--- config.mk ---
export PLATFORM = sky130hd
export DESIGN_NAME = mac_accumulator
export DESIGN_NICKNAME = d
export VERILOG_FILES = /design/src/rtl/mac_accumulator.sv
export SDC_FILE = /design/constraint.sdc
export NUM_CORES = 1
export LEC_CHECK = 0
export CELL_PAD_IN_SITES_DETAIL_PLACEMENT = 1
export CELL_PAD_IN_SITES_GLOBAL_PLACEMENT = 1
export CORE_ASPECT_RATIO = 1.5
export CORE_MARGIN = 2
export CORE_UTILIZATION = 41
export CTS_CLUSTER_SIZE = 12
export DETAILED_ROUTE_END_ITERATION = 7
export PLACE_DENSITY_LB_ADDON = 0.1
export RECOVER_POWER = 25
export SYNTH_ARGS = -nofsm -noshare
export SYNTH_HDL_FRONTEND = slang
export SYNTH_SLANG_ARGS = --single-unit
--- constraint.sdc ---
create_clock -name clk -period 5.5 [get_ports clk]
set_clock_uncertainty 0.2 [all_clocks]
set_input_delay 1.1 -clock clk [delete_from_list [all_inputs] [get_ports clk]]
set_output_delay 1.1 -clock clk [all_outputs]
set_load 0.03 [all_outputs]
--- src/rtl/mac_accumulator.sv ---
// mac_accumulator: sums SETS unsigned products into one dot product. It takes
// products under a valid/ready handshake and holds the result under backpressure.
module mac_accumulator #(
  parameter int unsigned SIZE = 4,
  parameter int unsigned SETS = 8
) (
  input  logic                   clk,
  input  logic                   reset_n,
  input  logic                   in_valid,
  output logic                   in_ready,
  input  logic [2*SIZE-1:0]      prod,
  output logic                   out_valid,
  input  logic                   out_ready,
  output logic [2*SIZE+SETS-1:0] out,
  output logic [7:0]             count
);

  localparam int unsigned AccW    = 2 * SIZE + SETS;
  localparam logic [7:0]  LastCnt = 8'(SETS - 1);
  localparam logic        OneSet  = (SETS == 1);

  typedef enum logic [1:0] {StIdle, StAccum, StDone} state_e;

  state_e          r_state, w_state_next;
  logic [AccW-1:0] r_acc, w_acc_next;
  logic [7:0]      r_count, w_count_next;
  logic [AccW-1:0] w_prod_ext;

  assign w_prod_ext = {{SETS{1'b0}}, prod};

  // State, accumulator and element counter; reset drops any partial sum.
  always_ff @(posedge clk or negedge reset_n) begin
    if (!reset_n) begin
      r_state <= StIdle;
      r_acc   <= '0;
      r_count <= '0;
    end else begin
      r_state <= w_state_next;
      r_acc   <= w_acc_next;
      r_count <= w_count_next;
    end
  end

  // Next-state, accumulate and handshake decode.
  always_comb begin
    w_state_next = r_state;
    w_acc_next   = r_acc;
    w_count_next = r_count;
    in_ready     = 1'b0;
    out_valid    = 1'b0;
    unique case (r_state)
      StIdle: begin
        in_ready = 1'b1;
        if (in_valid) begin
          w_acc_next   = w_prod_ext;
          w_count_next = 8'd1;
          w_state_next = OneSet ? StDone : StAccum;
        end
      end
      StAccum: begin
        in_ready = 1'b1;
        if (in_valid) begin
          w_acc_next   = r_acc + w_prod_ext;
          w_count_next = r_count + 8'd1;
          if (r_count == LastCnt) w_state_next = StDone;
        end
      end
      StDone: begin
        out_valid = 1'b1;
        // Accepting during the output transfer keeps back-to-back sets bubble-free.
        in_ready  = out_ready;
        if (out_ready) begin
          if (in_valid) begin
            w_acc_next   = w_prod_ext;
            w_count_next = 8'd1;
            w_state_next = OneSet ? StDone : StAccum;
          end else begin
            w_acc_next   = '0;
            w_count_next = '0;
            w_state_next = StIdle;
          end
        end
      end
      default: begin
        w_state_next = StIdle;
        w_acc_next   = '0;
        w_count_next = '0;
      end
    endcase
  end

  assign out   = r_acc;
  assign count = r_count;

endmodule
# == Yosys cells after proc, flatten, opt, wreduce, memory -nomap -nowiden ==
# Cells that the tools add are included.
# totals
register_bits,26
input_bits,12
wordCells,34
# classes
add_sub_neg,2
eq_ne,7
n_mux,18
n_reduce_logical,4
# ops
operator,count
16-bit two-way mux,3
16-bit case mux with 3 select lines,1
8-bit two-way mux,4
8-bit case mux with 3 select lines,1
16-bit by 8-bit adder with 16-bit output,1
8-bit by 1-bit adder with 8-bit output (second input constant),1
8-bit by 3-bit equality test with 1-bit output (second input constant),1
2-bit two-way mux,4
2-bit inequality test (second input constant),4
2-bit case mux with 3 select lines,1
4-bit AND reduction,1
1-bit two-way mux,3
3-bit AND reduction,1
2-bit by 1-bit equality test with 1-bit output (second input constant),1
2-bit equality test (second input constant),1
2-bit logical NOT,1
1-bit case mux with 2 select lines,1
2-bit OR reduction,1

# == Logic depth before layout (Yosys ltp) ==
# Gate-level depths: netlist of run 1.
# depth
word_depth,4
depth_mapped,8
mapped_depth_nobuf,8

# == Worst setup path before layout of run 1 ==
# No wires, ideal clock.
# synth_timing
path_kind,input port to output port
from,input port out_ready
to,output port in_ready
arrival_time_ns,1.844
required_ns,4.200
path_slack_ns,2.356
cell_stages,2
cell_sequence,inv_1 o21ai_0
# synth_via
elab_chain_len,1
# synth_rtl
element,line,rtl
start: declaration,13,"input logic out_ready,"
1-bit case mux with 2 select lines,51,unique case (r_state)
end: declaration,10,"output logic in_ready,"
# No other way between the ends.

# == Final worst setup path of run 1 ==
# Ends and elaborated chain as after synthesis.

==> results_dict.tcl, run 1 <==
set metrics [dict create \
    status "finished clean" \
    power.total_w 0.00136 \
    clockRootBuffer "clkbuf_8" \
    endpoint_kind "primary output" \
    fp.dieArea_um2 4930 \
    detail-route-antenna-nets 0 \
    synth-main-ff-cell "dfrtp_1" \
    fin_crit_sh_pct 71.1 \
    synth-simple-area-share_pct 22.3 \
    initial_core_util_pct 42.6 \
    max_freq_mhz 256 \
    core_area_um2 4210 \
    place_congestion 0.911 \
    async_reset_ff_share_pct 100 \
    ys_seq_area_share_pct 36.3 \
    synth_top_family_by_area "compound AO/OA/AOI/OAI gates" \
    grt_pass1_vias 1919 \
    powerDensity_nw_per_um2 603 \
    place_area_um2 2200 \
    hold_viol 0 \
    first_iter_violations 32 \
    syn_inst 208 \
    crit_required_ps 4200 \
    crit_type "primary input to primary output" \
    postCtsResizedCells 0 \
    placementRows 29 \
    nets 266 \
    worst_pin_slew_ps 1480 \
    firstDrtPassIters 4 \
    diodes 0 \
    arrival_ps 2610 \
    die_x_um 58.0 \
    cts_tree "built" \
    ys_ff_latch 26 \
    setup-violations-final 0 \
    synth_fp_nets 230 \
    synth_compound_area_share_pct 26.5 \
    worstSkewPairLatency_ps 280 \
    syn_area_um2 1790 \
    hold_class "register to register" \
    rsz0062_at_grt "no" \
    clkTransAtPathRegs_ps 100 \
    syn_area_per_cell_um2 8.63 \
    drcViolationCount 0 \
    overflow 0 \
    grt_max_degree 27 \
    totalWireLength_um 5510 \
    cp-start-kind "primary input" \
    clock-sinks 26 \
    drive_above_1_share_pct 4.94 \
    period_needed_ps 3910 \
    postCtsSetupBuffers 0 \
    dp_hpwl_um 4000 \
    htree_levels 1 \
    fin_setup_tns_ps 0 \
    cts.path.max_buffers 2 \
    synth_xor_area_share_pct 3.42 \
    grt_pass1_wl_um 9280 \
    cts-hold-fix-buffers 0 \
    grt.total_usage_pct 24.0 \
    synth_mux_area_share_pct 0 \
    yosysUniqueCellTypes 44 \
    cts_buffers 3 \
    antenna_found_initial 0 \
    io_buffer_count 37 \
    cap_violations 0 \
    leakage_nw 0.909 \
    synth_edf_count 0 \
    design_area_um2 2260 \
    wl_per_cell_um 19.1 \
    vdd_drop_max_uv 332 \
    viasPerCell 6.21 \
    syn_to_final_growth_pct 26.2 \
    yosysWarnings 0 \
    fillerInstances 507 \
    via_count 1795 \
    cp_max_fo 4 \
    ios 38 \
    r2r_slack_ps 2900 \
    synthAdderAreaFrac_pct 7.39 \
    die_y_um 85.0 \
    slew_headroom_pct 1.10 \
    finalMaxSlewViolations 0 \
]
-- synth_stat cells, types with 2 or more instances --
cell | count | share of area (%)
o21ai_1 | 2 | 0.56
a21o_1 | 2 | 0.84
buf_2 | 2 | 0.56
o21ai_0 | 16 | 4.5
nor2b_1 | 9 | 3.1
o22a_1 | 5 | 2.4
a31oi_1 | 3 | 1.0
ha_1 | 9 | 6.3
nand2_1 | 18 | 3.8
xnor2_1 | 3 | 1.5
o22ai_1 | 3 | 1.0
inv_1 | 8 | 1.7
or4_1 | 5 | 2.1
nor2_1 | 15 | 3.1
nor4_1 | 2 | 0.70
nand2b_1 | 6 | 2.1
xor2_1 | 4 | 2.0
nand3_1 | 12 | 3.3
a22o_1 | 4 | 2.0
or3_1 | 3 | 1.0
a21oi_1 | 13 | 3.6
dfrtp_1 | 26 | 36
o211ai_1 | 8 | 3.3
clkbuf_1 | 5 | 1.0
a22oi_1 | 5 | 2.1
a211oi_1 | 2 | 0.84
-- final cells by class --
| class | count | area [µm²] | share of cell area [%] |
|---|---|---|---|
| well taps | 46 | 57.6 | 2.54 |
| clock inverters | 1 | 30.0 | 1.33 |
| repair buffers | 39 | 382 | 16.9 |
| flip-flops and latches | 26 | 651 | 28.7 |
| inverters | 9 | 33.8 | 1.49 |
| multi-input cells | 165 | 1070 | 47.2 |
| clock buffers | 3 | 41.3 | 1.82 |
-- routing by layer --
metal | track usage [%] | share of wire, % | wire length [µm] | up-vias
met5 | 0 | 0 | 0 | -
met2 | 41.8 | 53 | 2910 | 39
li1 | - | - | - | 838
met4 | 8.88 | 1.7 | 91 | 0
met1 | 30.0 | 43 | 2350 | 909
met3 | 2.29 | 2.8 | 153 | 9
-- cell usage in the layout, fill, tap and decap left out, types with 4 or more instances in the layout --
cell | netlist | layout
nand2_1 | 18 | 18
nand2b_1 | 6 | 6
o211ai_1 | 8 | 8
inv_1 | 8 | 8
a22oi_1 | 5 | 5
dfrtp_1 | 26 | 26
clkdlybuf4s50_1 | 0 | 36
nor2b_1 | 9 | 9
nor2_1 | 15 | 15
a21oi_1 | 13 | 13
ha_1 | 9 | 9
o22a_1 | 5 | 5
nand3_1 | 12 | 12
a22o_1 | 4 | 4
o21ai_0 | 16 | 16
or4_1 | 5 | 5
xor2_1 | 4 | 4
-- through the flow --
step           util [%]  hold slack (ps)  worst slack, ps  cells
2_1_floorplan         -              435             2360    208
3_3_place_gp       52.2              313             1670    285
3_5_place_dp       52.2              334             1570    285
4_1_cts            53.9              361             1570    289
5_1_grt            53.8              390             1430    289
6_report           53.8              357             1590    289
-- worst paths after layout --
check / startpoint / endpoint / cells after the start
min in group asynchronous: reset_n / count[4]$_DFFE_PN0P_ / 2
setup / recovery: out_ready / in_ready / 4
setup reg to reg: out[0]$_DFFE_PN0P_ / out[10]$_DFFE_PN0P_ / 8
hold reg to reg: out[15]$_DFFE_PN0P_ / out[15]$_DFFE_PN0P_ / 2
hold / removal: out[15]$_DFFE_PN0P_ / out[15]$_DFFE_PN0P_ / 2
max in group asynchronous: reset_n / count[1]$_DFFE_PN0P_ / 2
-- cells by family after synthesis --
kind of cell	count (synthesis)
simple gates	78
buf+inv	17
flops	26
xor+xnor	7
compound gates	70
fa+ha+maj	10
-- report_power, final --
part	leakage [nW]	internal, W	switching, W
combinational	0.540	0.000332	0.000492
clock	0.0357	0.0000975	0.0000679
sequential	0.333	0.000263	0.000113
total	0.909	0.000692	0.000673
-- worst max-delay path, cell delays in order --
cell and delay (ps):
clkdlybuf4s50_1 520, inv_1 70, o21ai_0 210, clkdlybuf4s50_1 710
-- sequential cells by signal (all words and copies together) (netlist names) --
signal / cells
out: 16
count: 8
r_state: 2
(Power assumes the default switching activity.)
==> run 2: changes to the inputs <==
--- a/config.mk
+++ b/config.mk
@@ -9,7 +9,7 @@
 export CELL_PAD_IN_SITES_GLOBAL_PLACEMENT = 1
 export CORE_ASPECT_RATIO = 1.5
 export CORE_MARGIN = 2
-export CORE_UTILIZATION = 41
+export CORE_UTILIZATION = 38
 export CTS_CLUSTER_SIZE = 12
 export DETAILED_ROUTE_END_ITERATION = 7
 export PLACE_DENSITY_LB_ADDON = 0.1
==> constraint.sdc (replaced) <==
create_clock -name clk -period 3.8 [get_ports clk]
set_clock_uncertainty 0.2 [all_clocks]
set_input_delay 0.76 -clock clk [delete_from_list [all_inputs] [get_ports clk]]
set_output_delay 0.76 -clock clk [all_outputs]
set_load 0.03 [all_outputs]
==> run 2 against run 1 <==
Effect of this change:
- the run now ends with capacitance limit, slew limit left
- worst setup slack worse by 1000 ps
- via count down 3.8%
- power up 38%
- clock-buffer cell count stayed put
- flip-flop and latch count stayed put
- register-to-register slack worse by 1600 ps
- combinational power up 44%
- critical endpoint unchanged
==> results_dict.tcl, run 2 (synthesis results as in run 1) <==
set metrics [dict create \
    htree_levels 1 \
    intPower_w 0.000942 \
    grt_pass1_wl_um 8720 \
    postCtsResizedCells 0 \
    fillerInstances 537 \
    crit_required_ps 2840 \
    p_sw_w 0.000942 \
    slew_headroom_pct -1.30 \
    endpoint_kind "primary output" \
    grt_max_degree 27 \
    powerDensity_nw_per_um2 827 \
    hold_viol 0 \
    place_area_um2 2240 \
    max_freq_mhz 311 \
    setup-violations-final 0 \
    wl_per_cell_um 16.6 \
    cts-hold-fix-buffers 0 \
    die_x_um 60.1 \
    core_area_um2 4540 \
    period_needed_ps 3210 \
    postCtsSetupBuffers 0 \
    utilization_pct 50.2 \
    design_area_um2 2280 \
    worstSkewPairLatency_ps 270 \
    final_cell_mix "clkdlybuf4s50_1, dfrtp_1, nand2_1" \
    clock-sinks 26 \
    p_clk_share_pct 8.5 \
    fin_setup_tns_ps 0 \
    switching_share_pct 50.0 \
    failed_checks "capacitance limit, slew limit" \
    leakage_nw 0.910 \
    dp_hpwl_um 3900 \
    cap_violations 1 \
    syn_to_final_growth_pct 27.1 \
    grt_pass1_vias 1807 \
    seqPwrFrac_pct 28.4 \
    clockRootBuffer "clkbuf_8" \
    fin_cells 309 \
    placementRows 30 \
    largest_register_ffs 16 \
    firstDrtPassIters 4 \
    clkTransAtPathRegs_ps 90 \
    via_count 1726 \
    die_y_um 88.2 \
    fin_crit_sh_pct 84.5 \
    final_common_cell "clkdlybuf4s50_1" \
    cts.path.max_buffers 2 \
    detail-route-antenna-nets 0 \
    initial_core_util_pct 39.5 \
    cts_buffers 3 \
    cts_tree "built" \
    finalMaxSlewViolations 27 \
    cp_max_fo 4 \
    worst_pin_slew_ps 1520 \
    overflow 0 \
    drcViolationCount 0 \
    arrival_ps 2250 \
    totalWireLength_um 5120 \
    finalWorstSetupSlack_ps 589 \
    viasPerCell 5.59 \
    place_congestion 0.795 \
    antenna_found_initial 0 \
    io_buffer_count 37 \
    dp_slack_ps 438 \
    grt.total_usage_pct 21.5 \
    hold_class "register to register" \
    rsz0062_at_grt "no" \
    status "finished, violations left" \
    fp.dieArea_um2 5300 \
    nets 269 \
    drive_above_1_share_pct 5.71 \
    diodes 0 \
    crit_type "primary input to primary output" \
    cp-start-kind "primary input" \
    ios 38 \
    first_iter_violations 52 \
    p_comb_share_pct 63.1 \
    vdd_drop_max_uv 306 \
    placed_cells 306 \
]
## run 2: layout make-up
class	instances	area [µm²]	area share (%)
Multi-Input combinational cell	165	1070	46.9
Sequential cell	26	651	28.5
Timing Repair Buffer	42	404	17.7
Tap cell	64	80.1	3.51
Clock buffer	3	41.3	1.81
Inverter	9	33.8	1.48
## run 2: final timing paths
check,end,slack (ps),from,depth (start not counted)
max,in_ready,590,out_ready,4
min,out[2]$_DFFE_PN0P_,330,out[2]$_DFFE_PN0P_,2
max reg2reg,out[10]$_DFFE_PN0P_,1290,out[0]$_DFFE_PN0P_,8
min reg2reg,out[2]$_DFFE_PN0P_,330,out[2]$_DFFE_PN0P_,2
max in group asynchronous,out[5]$_DFFE_PN0P_,1340,reset_n,2
min in group asynchronous,out[9]$_DFFE_PN0P_,1180,reset_n,2
## run 2: critical path: stages
cell,delay [ps]
clkdlybuf4s50_1,500
inv_1,60
o21ai_0,200
clkdlybuf4s50_1,720
## run 2: per-layer routing
metal  up-vias  wire length, µm  GRT usage (%)
li1        845                -              -
met1       849             2150           26.7
met2        26             2800           37.9
met3         6               99           1.92
met4         0               65           7.47
met5         -                0              0
## run 2: power by group through the flow
stage	logic [W]	registers [W]	clock network, W
floorplan	0.000650	0.000665	0
global placement	0.00118	0.000543	0
detailed placement	0.00120	0.000544	0
CTS	0.00120	0.000538	0.000172
global route	0.00131	0.000558	0.000184
finish	0.00119	0.000535	0.000161
## run 2: stage by stage
step	total power, W	hold slack (ps)
CTS	0.00191	339
global route	0.00205	365
detailed placement	0.00174	317
finish	0.00188	330
global placement	0.00173	302
floorplan	0.00132	264
